File: src/rtl/piso_tx.sv
// piso_tx
//    Parallel-in, serial-out transmitter. Accepts an NBITS word over a
//    valid/ready handshake and sends it one bit per enabled clock on 'so',
//    LSB first by default (MSB first when MSB_FIRST=1). A new word can be
//    accepted on the same edge that sends the last bit of the current one,
//    so back-to-back words leave no idle gap on the line.
//
// Parameters
//    NBITS      word width, 2..32
//    MSB_FIRST  0: bit 0 goes out first, 1: bit NBITS-1 goes out first
//
// Ports
//    clk    in   rising-edge clock
//    rst_n  in   synchronous active-low reset
//    en     in   clock enable / bit tick; state moves only when high
//    din    in   parallel word, captured on an accept edge
//    load   in   word valid
//    ready  out  transmitter can take 'din' on this edge
//    so     out  serial data
//    so_en  out  'so' carries a data bit
//    done   out  one-clock pulse in the cycle after the last bit
module piso_tx #(
   parameter int NBITS     = 4,
   parameter int MSB_FIRST = 0
) (
   input  logic             clk,
   input  logic             rst_n,
   input  logic             en,
   input  logic [NBITS-1:0] din,
   input  logic             load,
   output logic             ready,
   output logic             so,
   output logic             so_en,
   output logic             done
);

   localparam int CW = (NBITS > 1) ? $clog2(NBITS) : 1;
   localparam logic [CW-1:0] LAST = CW'(NBITS - 1);

   localparam logic [0:0] IDLE  = 1'b0;
   localparam logic [0:0] SHIFT = 1'b1;

   logic [0:0]       state;
   logic [NBITS-1:0] shreg;
   logic [CW-1:0]    cnt;
   logic             done_q;
   logic             last_bit;
   logic             accept;

   // The last bit is on the line; this edge can both finish the word and
   // take the next one, which is what removes the gap between words.
   assign last_bit = (state == SHIFT) && (cnt == LAST);
   assign ready    = en && ((state == IDLE) || last_bit);
   assign accept   = load && ready;

   assign so    = (MSB_FIRST != 0) ? shreg[NBITS-1] : shreg[0];
   assign so_en = (state == SHIFT);
   assign done  = done_q;

   // Main sequencer. 'done' is rewritten on every non-reset edge so that it
   // drops after one clock even while 'en' is low; everything else only moves
   // on enabled edges. The register is cleared when a word ends so that 'so'
   // idles at 0.
   always_ff @(posedge clk) begin
      if (!rst_n) begin
         state  <= IDLE;
         shreg  <= '0;
         cnt    <= '0;
         done_q <= 1'b0;
      end else begin
         done_q <= en && last_bit;
         if (en) begin
            if (accept) begin
               state <= SHIFT;
               shreg <= din;
               cnt   <= '0;
            end else if (state == SHIFT) begin
               if (cnt == LAST) begin
                  state <= IDLE;
                  shreg <= '0;
                  cnt   <= '0;
               end else begin
                  if (MSB_FIRST != 0) begin
                     shreg <= shreg << 1;
                  end else begin
                     shreg <= shreg >> 1;
                  end
                  cnt <= cnt + 1'b1;
               end
            end
         end
      end
   end

endmodule

File: config.mk
export PLATFORM = sky130hd
export DESIGN_NAME = piso_tx
export DESIGN_NICKNAME = d
export VERILOG_FILES = /design/src/rtl/piso_tx.sv
export SDC_FILE = /design/constraint.sdc
export NUM_CORES = 1
export LEC_CHECK = 0
export CAP_MARGIN = 20
export CORE_MARGIN = 2
export CORE_UTILIZATION = 25
export DETAILED_ROUTE_END_ITERATION = 10
export HOLD_SLACK_MARGIN = 0.05
export PLACE_DENSITY = 0.48
export SLEW_MARGIN = 20
export SYNTH_ARGS = -nofsm -noshare
export SYNTH_HDL_FRONTEND = slang
export SYNTH_SLANG_ARGS = --single-unit
File: constraint.sdc
create_clock -name clk -period 1.6 [get_ports clk]
set_clock_uncertainty 0.1 [all_clocks]
set_input_delay 0.4 -clock clk [delete_from_list [all_inputs] [get_ports clk]]
set_output_delay 0.4 -clock clk [all_outputs]
set_load 0.01 [all_outputs]
==> impl_metrics.ini <==
[timing]
period_minus_slack_ns = 1.62
whs_ns = 0.370
finalWorstSetupSlack_ns = -0.0228
clock.fmax_ghz = 0.616
tightest_slew_ns = 0.192
finalHoldViolCount = 0
final_max_slew_viol_count = 0
max_slew_margin_pct = 87.2
post-route-period-util_pct = 101
setup_viol = 1
rsz0062_at_grt = true

[cts]
ctsHtreeMaxLevel = 1
cts_tree = built
clk_latency_ns = 0.25
root_buffer = clkbuf_4
cts.sinks = 8
clk_pin_slew_ns = 0.06
cts_hold_buf = 0
numCtsBuffers = 3
clockBufferDepth = 2

[synthesis]
synth_cell_types = 15
synth_seq_area_share_pct = 45.4
yosys.area.top_type = dfxtp_1
synthTopCellsByCount = dfxtp_1 (8), a22o_1 (4), nand2_1 (4)
ys_seq_elements = 8
syn-num-nets = 42
syn-mean-instance-area_um2 = 10.7
yosysWarnings = 0
synth_edf_count = 0
synth_top_area_share_pct = 45.4
syn_inst = 33
netlist_area_um2 = 353
yosysMostFrequentCell = dfxtp_1
synth-async-reset-ratio_pct = 0
synth_area_leaders = dfxtp_1 (45%), a22o_1 (9.9%), a22o_2 (5.7%)
synth_ff_type = dfxtp_1

[critical_path]
cp_top_family = flip-flops
worstPathRequired_ns = 1.10
crit_arrival_ns = 1.12
reg2reg_from = cnt[0]
crit_buf_inv = 1
worstPathCellList = ha_4, nand2b_4, and2_4, buf_6
r2r_slack_ns = 0.04
slowest_stage = dfxtp_2
cp.depth = 4
worstReg2RegEnd = shreg[1]
slowest_delay_ns = 0.33
crit_fanout = 2
critPathKind = reg2out
worstSetupStartpoint = cnt[0]
crit_path_end = ready
cp-start-kind = register
worstSetupEndpointType = primary output
r2r_cells = 6

[pwr]
switching_share_pct = 23.6
leakagePower_nw = 0.260
seq_power_share_pct = 47.0
p_comb_share_pct = 18.5
p_clk_share_pct = 34.5
vdd_drop_max_v = 0.000311
p_int_uw = 347
power_uw = 454
powerDensity_nw_per_um2 = 760
p_sw_uw = 107

[floorplan]
core_area_um2 = 1320
die_h_um = 41.6
rows = 13
die_w_um = 41.6
ios = 12
dieArea_um2 = 1730
start_util_pct = 26.8

[cells_and_area]
design_area_um2 = 598
syn2layout_area_growth_pct = 69.5
fillers = 126
final_nets = 67
drive_gt1_share_pct = 44.6
antenna_cells = 0
final_util_pct = 45.4

[outcome]
status = finished, violations left
violations = setup timing

[drt]
wl_um = 917
dr_total_vias = 359
first_iter_violations = 9
viasPerCell = 5.06
drc = 0
postRouteAntennaNets = 0
drtPass1Iterations = 4
wl_per_cell_um = 12.9

[grt]
grt_pass1_vias = 369
grt_pass1_wl_um = 1570
grt-ovfl-total = 0
grt_max_degree = 9
antenna_found_initial = 0
grt.total_usage_pct = 12.1

[hold_path]
hold_path.class = reg2reg
hp-start = shreg[3]

[placed_design]
io_buffer_count = 11
gp_congestion = 0.664
placed_cell_area_um2 = 534
preCtsSetupSlack_ns = -0.425
hpwl_um = 670

[run]
maxCapViolCount = 0
-- power groups by stage --
stage	Combinational, mW	Sequential, mW	Clock [mW]
finish	0.0839	0.214	0.157
global route	0.0905	0.214	0.178
CTS	0.0818	0.213	0.160
detailed placement	0.0801	0.216	0
global placement	0.0775	0.216	0
floorplan	0.0242	0.218	0
-- state kept, by name, indices dropped and copies added, names as in the netlist --
name,count
done,1
so_en,1
shreg,4
cnt,2
-- worst reg2reg max path: cells and delay by family (launching register included) --
kind / cells / cell delay [ns]
fa+ha+maj: 1 / 0.16
compound gates: 1 / 0.23
buf+inv: 2 / 0.24
flops: 1 / 0.33
simple gates: 2 / 0.38
-- routing by layer --
metal  global-route usage (%)  share of wire [%]  vias up
met1                     12.3                 42      173
met4                     7.74                  0        0
met2                     20.6                 52       12
li1                         -                  -      174
met5                        0                  0        -
met3                     4.35                5.8        0
-- per-stage QoR --
stage / instances / setup TNS, ns
2_1_floorplan: 33 / 0
3_3_place_gp: 66 / -1.03
4_1_cts: 70 / -0.0246
5_1_grt: 71 / -0.0584
3_5_place_dp: 66 / -1.15
6_report: 71 / -0.0228
-- placed cells by master (no fill, tap or decap) --
cell	instances
buf_4	9
clkdlybuf4s50_1	7
dfxtp_1	5
nand2_1	4
a22o_1	4
clkbuf_4	3
dfxtp_2	3
nor2b_1	2
nand4_1	2
a21boi_0	2
and4_2	2
a22o_2	2
dlygate4sd2_1	2
nand2b_4	1
and2_4	1
and3b_2	1
o21ai_2	1
mux2i_1	1
a22oi_1	1
ha_4	1
dlymetal6s2s_1	1
buf_6	1
-- how the worst min path moves through the flow --
stage,end,slack (ns),cells past startpoint
after detailed placement,shreg[3],0.37,2
after floorplan,shreg[3],0.34,2
final,shreg[3],0.37,2
after global placement,cnt[1],0.36,2
after CTS,shreg[3],0.38,2
after global routing,shreg[3],0.40,2
-- area by class of cell --
class	instances	area [µm²]	area share, %
clock buffer	3	22.5	3.77
tap	15	18.8	3.14
sequential	8	164	27.4
timing repair buffer	20	179	29.9
multi-input combinational	25	214	35.8
-- cells by family (layout without fill, tap and decap cells) --
kind of cell             count (synthesis)  count (layout)  share of synthesized area, %
AND/OR/NAND/NOR                         13              13                          23.8
multiplexers                             1               1                          2.84
AO/OA/AOI/OAI                           10              10                          24.5
buffers and inverters                    0              23                             0
flip-flops                               8               8                          45.4
adder cells (fa/ha/maj)                  1               1                          3.55
-- what timing repair did --
action                                  CTS  global route
gates resized for setup                  13             2
buffers inserted                          1             1
pin swaps                                 2             1
endpoints found under the setup margin    3             3
Power figures use the tool's default switching activity.
